File: config.mk
export PLATFORM = sky130hd
export DESIGN_NAME = mem_stage_controller
export DESIGN_NICKNAME = d
export VERILOG_FILES = /design/src/rtl/mem_stage_controller.sv
export SDC_FILE = /design/constraint.sdc
export NUM_CORES = 1
export LEC_CHECK = 0
export CORE_ASPECT_RATIO = 1.5
export CORE_MARGIN = 5
export CORE_UTILIZATION = 45
export DETAILED_ROUTE_END_ITERATION = 10
export PLACE_DENSITY = 0.86
export RECOVER_POWER = 50
export SLEW_MARGIN = 25
export SYNTH_ARGS = -nofsm -noshare
export SYNTH_HDL_FRONTEND = slang
export SYNTH_SLANG_ARGS = --single-unit
File: constraint.sdc
create_clock -name clk -period 5.5 [get_ports clk]
set_input_delay 1.375 -clock clk [delete_from_list [all_inputs] [get_ports clk]]
set_output_delay 1.375 -clock clk [all_outputs]
set_load 0.1 [all_outputs]
File: src/rtl/mem_stage_controller.sv
// mem_stage_controller: issues the MEM-stage load/store as a single-outstanding
// req/ack bus transaction, stalling the pipeline until it completes.
// Optional feature macro: MEM_TIMEOUT_EN (REQ timeout with busError_MEM pulse).
module mem_stage_controller #(
  parameter int unsigned TIMEOUT_CYCLES = 255
) (
  input  logic        clk,
  input  logic        rst,
  input  logic        memWrite_MEM,
  input  logic        memRead_MEM,
  input  logic [2:0]  funct3_MEM,
  input  logic [31:0] ALUResult_MEM,
  input  logic [31:0] storeOut_MEM,
  input  logic        busAck,
  input  logic [31:0] busRData,
  output logic        stall_MEM,
  output logic        busReq,
  output logic        busWe,
  output logic [31:0] busAddr,
  output logic [3:0]  busByteEn,
  output logic [31:0] busWData,
  output logic [31:0] loadData_MEM,
  output logic        misalign_MEM,
  output logic        busError_MEM
);

  localparam logic [1:0] IDLE = 2'd0;
  localparam logic [1:0] REQ  = 2'd1;
  localparam logic [1:0] DONE = 2'd2;

  logic [1:0]  state;
  logic [1:0]  state_nxt;
  logic [1:0]  off_q;
  logic [2:0]  f3_q;
  logic        op_c;
  logic        mis_c;
  logic        go_c;
  logic        timeout_c;
  logic [3:0]  be_c;
  logic [31:0] wdata_c;

  // Shift the read word down to the addressed lane, then size and extend it
  function automatic logic [31:0] extract(input logic [31:0] d,
                                          input logic [1:0]  off,
                                          input logic [2:0]  f3);
    logic [31:0] sh;
    sh = d >> {off, 3'b000};
    case (f3[1:0])
      2'b00:   extract = f3[2] ? {24'd0, sh[7:0]}  : {{24{sh[7]}}, sh[7:0]};
      2'b01:   extract = f3[2] ? {16'd0, sh[15:0]} : {{16{sh[15]}}, sh[15:0]};
      default: extract = sh;
    endcase
  endfunction

  // Lane enables, replicated store data and alignment check for the incoming op
  always_comb begin
    be_c    = 4'b1111;
    wdata_c = storeOut_MEM;
    mis_c   = 1'b0;
    case (funct3_MEM[1:0])
      2'b00: begin
        be_c    = 4'b0001 << ALUResult_MEM[1:0];
        wdata_c = {4{storeOut_MEM[7:0]}};
      end
      2'b01: begin
        be_c    = 4'b0011 << ALUResult_MEM[1:0];
        wdata_c = {2{storeOut_MEM[15:0]}};
        mis_c   = ALUResult_MEM[0];
      end
      default: begin
        mis_c   = |ALUResult_MEM[1:0];
      end
    endcase
  end

  assign op_c         = memWrite_MEM | memRead_MEM;
  assign go_c         = (state == IDLE) && op_c && !mis_c;
  assign stall_MEM    = !rst && (go_c || (state == REQ));
  assign misalign_MEM = !rst && (state == IDLE) && op_c && mis_c;

`ifdef MEM_TIMEOUT_EN
  localparam logic [7:0] TO_LAST = 8'(TIMEOUT_CYCLES - 1);
  logic [7:0] to_cnt;

  // Count unacknowledged REQ cycles; held at zero outside REQ
  always_ff @(posedge clk) begin
    if (rst || (state != REQ)) to_cnt <= 8'd0;
    else if (!busAck)          to_cnt <= to_cnt + 8'd1;
  end

  assign timeout_c = (state == REQ) && !busAck && (to_cnt == TO_LAST);
`else
  logic [7:0] unused_timeout_cfg;
  assign unused_timeout_cfg = 8'(TIMEOUT_CYCLES);
  assign timeout_c          = 1'b0;
`endif

  // State register
  always_ff @(posedge clk) begin
    if (rst) state <= IDLE;
    else     state <= state_nxt;
  end

  // Next-state logic; DONE always returns to IDLE so an op is never re-issued
  always_comb begin
    state_nxt = state;
    case (state)
      IDLE:    if (go_c) state_nxt = REQ;
      REQ:     if (busAck || timeout_c) state_nxt = DONE;
      default: state_nxt = IDLE;
    endcase
  end

  // Registered bus outputs, load result and error pulse
  always_ff @(posedge clk) begin
    if (rst) begin
      busReq       <= 1'b0;
      busWe        <= 1'b0;
      busAddr      <= 32'd0;
      busByteEn    <= 4'd0;
      busWData     <= 32'd0;
      loadData_MEM <= 32'd0;
      busError_MEM <= 1'b0;
      off_q        <= 2'd0;
      f3_q         <= 3'd0;
    end else begin
      busError_MEM <= 1'b0;
      case (state)
        IDLE: begin
          if (go_c) begin
            busReq    <= 1'b1;
            busWe     <= memWrite_MEM;
            busAddr   <= {ALUResult_MEM[31:2], 2'b00};
            busByteEn <= be_c;
            busWData  <= wdata_c;
            off_q     <= ALUResult_MEM[1:0];
            f3_q      <= funct3_MEM;
          end
        end
        REQ: begin
          if (busAck) begin
            busReq <= 1'b0;
            if (!busWe) loadData_MEM <= extract(busRData, off_q, f3_q);
          end else if (timeout_c) begin
            busReq       <= 1'b0;
            busError_MEM <= 1'b1;
            if (!busWe) loadData_MEM <= 32'd0;
          end
        end
        default: ;
      endcase
    end
  end

endmodule

# == After elaboration in Yosys (flattened, before gate mapping) ==
# Cells that the tools add are included.
# classes
n_bitwise,2
shifts,3
n_reduce_logical,18
n_eq_ne,5
mux,12
# ops
op,count
32-bit case mux with 2 select lines,2
32-bit two-way mux,2
32-bit by 5-bit >> shifter with 32-bit output,1
4-bit case mux with 2 select lines,1
2-bit by 1-bit equality test with 1-bit output (second input constant),3
1-bit logical AND,6
2-bit logical NOT,3
3-bit AND reduction,2
2-bit two-way mux,2
2-bit != test (second input constant),2
1-bit case mux with 2 select lines,2
2-bit case mux with 2 select lines,1
2-bit AND reduction,2
1-bit by 2-bit << shifter with 4-bit output (first input constant),1
2-bit by 2-bit << shifter with 4-bit output (first input constant),1
1-bit logical NOT,2
1-bit two-way mux,2
2-bit nonzero test,1
2-bit OR reduction,1
1-bit logical OR,1
1-bit inverter,1
1-bit OR,1
# word_totals
input_bits,104
out_inout_bits,105
regBits,107

# == Longest topological paths before layout ==
# Gate-level depths: netlist of the first run.
# depth
ltp_word,6
mapped_depth,8
ltp_nobuf,4

# == Worst setup path after synthesis of the first run ==
# Ideal clock, no wire load.
# synth_timing
path_type,input-to-output
from,in memWrite_MEM
to,out misalign_MEM
t_arrival_ps,4128
path_buffers,2
path_stages,6
required_time_ps,4125
setup_slack_ps,-3
cell_sequence,or2_2 -> clkbuf_1 -> and2_1 -> nand2b_1 -> clkbuf_1 -> nor3_1
# synth_between
elab_chain_len,3
# synth_lines
element,line_no,text
from (decl),9,"input logic memWrite_MEM,"
1-bit OR,76,assign op_c = memWrite_MEM | memRead_MEM;
1-bit logical AND (2 in a row),79,assign misalign_MEM = !rst && (state == IDLE) && op_c && mis_c;
to (decl),23,"output logic misalign_MEM,"
# No other way between the ends.

# == Worst setup path in the final report of the first run ==
# layout_timing
from,in rst
to,out stall_MEM
# layout_between
elab_chain_len,2
# layout_lines
element,line_no,text
from (decl),8,"input logic rst,"
1-bit logical NOT,78,assign stall_MEM = !rst && (go_c || (state == REQ));
1-bit logical AND,78,
to (decl),16,"output logic stall_MEM,"
# No other way between the ends.

==> impl_metrics.yaml, run 1 <==
sta:
  setup_tns_ns: 0
  period_minus_slack_ns: 4.77
  maxSlewViolCount: 116
  setup_viol: 0
  finalClockSkew_ns: 0.00768
  relSlewSlack_pct: -28.5
  fin_crit_sh_pct: 86.7
  hold_viol_final: 0
  max_freq_mhz: 210
  rsz0062_at_grt: "no"
  worst_slew_pin_slew_ns: 1.93
clock_network:
  holdBufCountCts: 0
  cts_tree: "done"
  cts.path.max_buffers: 2
  insertion_delay_ns: 0.34
  cts_setup_buffers: 0
  post_cts_resized: 0
  clock-sinks: 107
  clockRootBuffer: "clkbuf_16"
  cts_max_level: 3
  cts_buffers: 9
  clk_pin_slew_ns: 0.06
floorplan:
  core_um2: 10100
  boundaryPins: 209
  dieArea_um2: 12500
  num_rows: 45
  fp.dieW_um: 93.1
  start_util_pct: 46.0
  chipHeight_um: 135
worst_setup_path:
  cp-end-kind: "primary output"
  worst_ep_required_time_ns: 4.12
  start_kind: "primary input"
  critPathMaxFanout: 96
  arrival_ns: 3.40
  critPathKind: "primary input to primary output"
global_routing:
  antenna_found_initial: 0
  grt_pass1_vias: 4811
  track_usage_pct: 24.5
  grt_start_max_net_pins: 97
  grt_pass1_wl_um: 24300
  grt-ovfl-total: 0
synthesis:
  async_flop_share_pct: 0
  synth_top_flop_cell: "dfxtp_1"
  ys.warnings.count: 0
  synth-edff-count: 0
  yosysSeqAreaShare_pct: 45.9
  synth_area_um2: 4660
  synth_area_per_cell_um2: 8.33
  synthCells: 560
  synth-seq-cells: 107
  yosysUniqueCellTypes: 45
routing:
  avgRoutedWirePerCell_um: 18.4
  vias: 4810
  drtIter0Drc: 238
  drc_errors: 0
  via_per_inst: 5.59
  first_pass_iters: 4
  drt_wl_total_um: 15800
  postRouteAntennaNets: 0
outcome:
  status: "complete, but fails checks"
  violations: "max-capacitance violations, max-slew violations"
final_layout:
  fin_util_pct: 68.6
  fillers: 827
  syn_to_final_growth_pct: 49.1
  drive_above_1_share_pct: 6.06
  finalInstanceArea_um2: 6950
  final_cells: 860
  nNetsFinal: 842
  antenna_cells: 0
min_path:
  hold_class: "flip-flop to flip-flop"
placement:
  gp_congestion: 0.993
  post-place-cells: 844
  hpwl_um: 12000
  place_area_um2: 6700
  port_buffers: 205
pwr:
  power_density_nw_per_um2: 324
  peakVddDrop_mv: 0.190
  p_total_mw: 2.25
  power_leakage_nw: 2.62
run:
  maxCapViolCount: 2
state kept, by name, indices dropped and copies added (netlist names):
name,count
busWData,32
loadData_MEM,32
busAddr,30
busByteEn,4
f3_q,3
off_q,2
state,2
busReq,1
busWe,1
synth_stat cells (2+ instances only):
cell type	n	area, um2
buf_1	2	7.51
mux2i_1	16	160
a22o_1	7	61.3
clkbuf_1	19	71.3
and3b_1	2	17.5
buf_4	7	52.6
nand2b_1	5	31.3
buf_2	18	90.1
a2bb2oi_1	8	70.1
o21ai_0	21	105
a22oi_1	2	15.0
a211oi_1	17	128
o211ai_1	8	60.1
nor2b_1	15	93.8
nand3_1	2	10.0
nor2_1	36	135
a21oi_1	78	390
and3_1	2	12.5
mux2_2	8	90.1
o221ai_1	8	70.1
dfxtp_1	107	2140
o2bb2ai_1	8	70.1
nand2_1	133	499
a311oi_1	9	78.8
or3_1	2	12.5
metrics by stage:
stage	hold slack, ns	setup WS, ns
CTS	0.456	1.07
global placement	0.442	1.12
global route	0.470	0.514
floorplan	0.454	0.549
detailed placement	0.446	1.08
finish	0.450	0.730
worst max-delay path, stage by stage:
cell      delay [ns]
buf_2           0.08
clkbuf_2        1.37
nor2_1          0.25
buf_12          0.27
cell families (layout without fill, tap and decap cells):
family | Yosys count | count (layout) | synth area share (%)
other | 1 | 3 | 0.0804
AND/OR/NAND/NOR | 204 | 204 | 18.5
flip-flops | 107 | 107 | 45.9
multiplexers | 25 | 25 | 5.85
buffers and inverters | 49 | 230 | 5.15
XOR/XNOR | 2 | 2 | 0.376
AO/OA/AOI/OAI | 172 | 172 | 24.1
power by group:
group	switching [mW]	internal (mW)	total, mW
clock	0.283	0.319	0.602
combinational	0.575	0.217	0.791
sequential	0.0320	0.830	0.862
final cells by class:
| class | count | area, um2 | share of cell area, % |
|---|---|---|---|
| Sequential cell | 107 | 2140 | 30.8 |
| Multi-Input combinational cell | 406 | 2270 | 32.7 |
| Clock inverter | 6 | 41.3 | 0.594 |
| Timing Repair Buffer | 212 | 2100 | 30.2 |
| Tap cell | 117 | 146 | 2.11 |
| Clock buffer | 10 | 239 | 3.44 |
| Inverter | 2 | 7.51 | 0.108 |
placed cells by master (no fill, tap or decap), types with 2 or more instances in the layout:
master | netlist | routed
clkdlybuf4s50_1 | 0 | 139
nand2_1 | 133 | 133
dfxtp_1 | 107 | 107
a21oi_1 | 78 | 78
dlygate4sd3_1 | 0 | 63
nor2_1 | 36 | 36
o21ai_0 | 21 | 21
a211oi_1 | 17 | 17
mux2i_1 | 16 | 16
nor2b_1 | 15 | 15
a311oi_1 | 9 | 9
clkbuf_16 | 0 | 9
mux2_2 | 8 | 8
o211ai_1 | 8 | 8
a2bb2oi_1 | 8 | 8
o2bb2ai_1 | 8 | 8
o221ai_1 | 8 | 8
a22o_1 | 7 | 7
buf_4 | 7 | 6
nand2b_1 | 5 | 5
conb_1 | 1 | 3
clkinvlp_4 | 0 | 3
nand3_1 | 2 | 2
or3_1 | 2 | 2
and3_1 | 2 | 2
a22oi_1 | 2 | 2
clkinv_2 | 0 | 2
clkbuf_2 | 0 | 2
final timing paths:
kind	start	to	slack, ns	cells past startpoint
setup / recovery	rst	stall_MEM	0.73	4
setup reg to reg	off_q[1]	loadData_MEM[25]	2.78	4
hold / removal	busAddr[17]	busAddr[17]	0.45	2
hold reg to reg	busAddr[17]	busAddr[17]	0.45	2
routing by layer:
layer  up-vias  share of wire (%)  wire length, um  global-route usage [%]
met4         0                3.8              610                    12.7
met2       216                 54             8520                    44.7
met5         -                  0                0                       0
met3        38                7.0             1120                    6.08
met1      2256                 35             5600                    25.6
li1       2300                  -                -                       -
No activity file was read; power rests on OpenSTA's default activity.
==> run 2, diff against run 1 <==
==> constraint.sdc (replaced) <==
create_clock -name clk -period 5.5 [get_ports clk]
set_input_delay 1.1 -clock clk [delete_from_list [all_inputs] [get_ports clk]]
set_output_delay 1.1 -clock clk [all_outputs]
set_load 0.1 [all_outputs]
==> run 2 against run 1 <==
Effect of this change: the run still ends with max-capacitance violations, max-slew violations left; maximum frequency is 15% higher; hold slack better by 0.0020 ns; register-to-register slack worse by 0.04 ns; sequential power hardly changed; critical path type unchanged; utilization hardly changed.
==> impl_metrics.yaml, run 2 (synthesis results as in run 1) <==
worst_setup_path:
  crit_path_max_incr_delay_ns: 0.79
  r2r_cells: 4
  critPathKind: "primary input to primary output"
  cp-end-kind: "primary output"
  start_kind: "primary input"
  arrival_ns: 3.03
  r2r-start: "off_q[1]"
  cp_common_cell: "nor2_1"
  worst_ep_required_time_ns: 4.40
  r2r_setup_slack_ns: 2.74
  r2r_end: "loadData_MEM[26]"
  critPathMaxFanout: 22
  cp_cell_sequence: "clkdlybuf4s50_1 > a21oi_2 > o211a_2 > nor2_1 > nor2_1 > buf_12"
  crit_slowest_cell: "clkdlybuf4s50_1"
pwr:
  power_density_nw_per_um2: 329
  peakVddDrop_mv: 0.237
  p_total_mw: 2.29
  power_leakage_nw: 2.66
routing:
  avgRoutedWirePerCell_um: 18.3
  postRouteAntennaNets: 0
  drtIter0Drc: 211
  first_pass_iters: 4
  vias: 4775
  drt_wl_total_um: 15700
  drc_errors: 0
  via_per_inst: 5.58
global_routing:
  grt_pass1_wl_um: 24000
  grt_start_max_net_pins: 86
  grt-ovfl-total: 0
  track_usage_pct: 24.2
  grt_pass1_vias: 4635
  antenna_found_initial: 0
sta:
  setup_viol: 0
  setup_tns_ns: 0
  finalClockSkew_ns: 0.00562
  rsz0062_at_grt: "no"
  relSlewSlack_pct: -17.6
  maxSlewViolCount: 86
  max_freq_mhz: 242
  fin_crit_sh_pct: 75.1
  period_minus_slack_ns: 4.13
  hold_viol_final: 0
  worst_slew_pin_slew_ns: 1.76
min_path:
  hp-start: "loadData_MEM[7]"
  hold_end: "loadData_MEM[7]"
  hold_class: "flip-flop to flip-flop"
  min_path_cells: 2
final_layout:
  drive_above_1_share_pct: 5.01
  nNetsFinal: 839
  syn_to_final_growth_pct: 49.1
  antenna_cells: 0
  layout_common_cells: "133 x nand2_1, 127 x clkdlybuf4s50_1, 107 x dfxtp_1"
  reg.largest.list: "busWData x32, loadData_MEM x32, busAddr x30"
  mostFrequentLayoutCell: "nand2_1"
clock_network:
  holdBufCountCts: 0
  cts_setup_buffers: 0
  cts.path.max_buffers: 2
  clk_pin_slew_ns: 0.07
  insertion_delay_ns: 0.34
  cts_buffers: 9
  clockRootBuffer: "clkbuf_16"
  clock-sinks: 107
  post_cts_resized: 0
  cts_max_level: 3
  cts_tree: "done"
placement:
  gp_congestion: 0.978
  port_buffers: 205
  hpwl_um: 12000
floorplan:
  core_um2: 10100
  dieArea_um2: 12500
  chipHeight_um: 135
  num_rows: 45
  fp.dieW_um: 93.1
  boundaryPins: 209
  start_util_pct: 46.0
outcome:
  violations: "max-capacitance violations, max-slew violations"
  status: "complete, but fails checks"
run:
  maxCapViolCount: 1
## run 2: cell count changes in the layout (fill, tap and decap cells not counted), sizes merged, moves of 2 or more
cell           delta
clkinvlp          -3
clkdlybuf4s50    -12
buf               -3
clkinv            -2
clkbuf            +3
dlygate4sd3      +12
## run 2: area by class of cell
type,count,area [um2]
Multi-Input combinational cell,406,2280
Inverter,2,7.51
Fill cell,847,3180
Clock inverter,2,35.0
Sequential cell,107,2140
Clock buffer,13,260
Timing Repair Buffer,209,2080
Tap cell,117,146
## run 2: worst max-delay path by stage
stage / to / start / cells after the start / slack (ns)
finish: stall_MEM / funct3_MEM[0] / 6 / 1.37
global route: stall_MEM / funct3_MEM[0] / 6 / 1.21
CTS: stall_MEM / funct3_MEM[0] / 6 / 1.38
detailed placement: stall_MEM / funct3_MEM[0] / 6 / 1.39
global placement: stall_MEM / funct3_MEM[0] / 6 / 1.46
floorplan: misalign_MEM / memWrite_MEM / 6 / 0.55
## run 2: metal layers
| metal | vias to the layer above | wire length [um] | track usage (%) |
|---|---|---|---|
| met4 | 0 | 677 | 11.5 |
| met5 | - | 0 | 0 |
| met2 | 208 | 8310 | 44.7 |
| li1 | 2306 | - | - |
| met3 | 48 | 1080 | 6.19 |
| met1 | 2213 | 5630 | 25.1 |
## run 2: where the power goes
group / switching (mW) / total, mW / internal (mW)
combinational: 0.573 / 0.785 / 0.212
clock: 0.267 / 0.642 / 0.375
sequential: 0.0309 / 0.861 / 0.830
## run 2: metrics by stage
stage	std cells	hold slack [ns]	setup WS [ns]	utilization, %	instance area, um2
after floorplan	562	0.454	0.547	-	4670
after global placement	841	0.441	1.46	65.8	6670
after global routing	856	0.476	1.21	68.6	6950
after CTS	856	0.458	1.38	68.7	6960
after detailed placement	841	0.448	1.39	65.8	6670
final	856	0.452	1.37	68.6	6950
## run 2: critical path, delay by kind of cell
family / cells / cell delay (ns)
buffers and inverters: 2 / 1.00
AND/OR/NAND/NOR: 2 / 0.23
AO/OA/AOI/OAI: 2 / 0.70
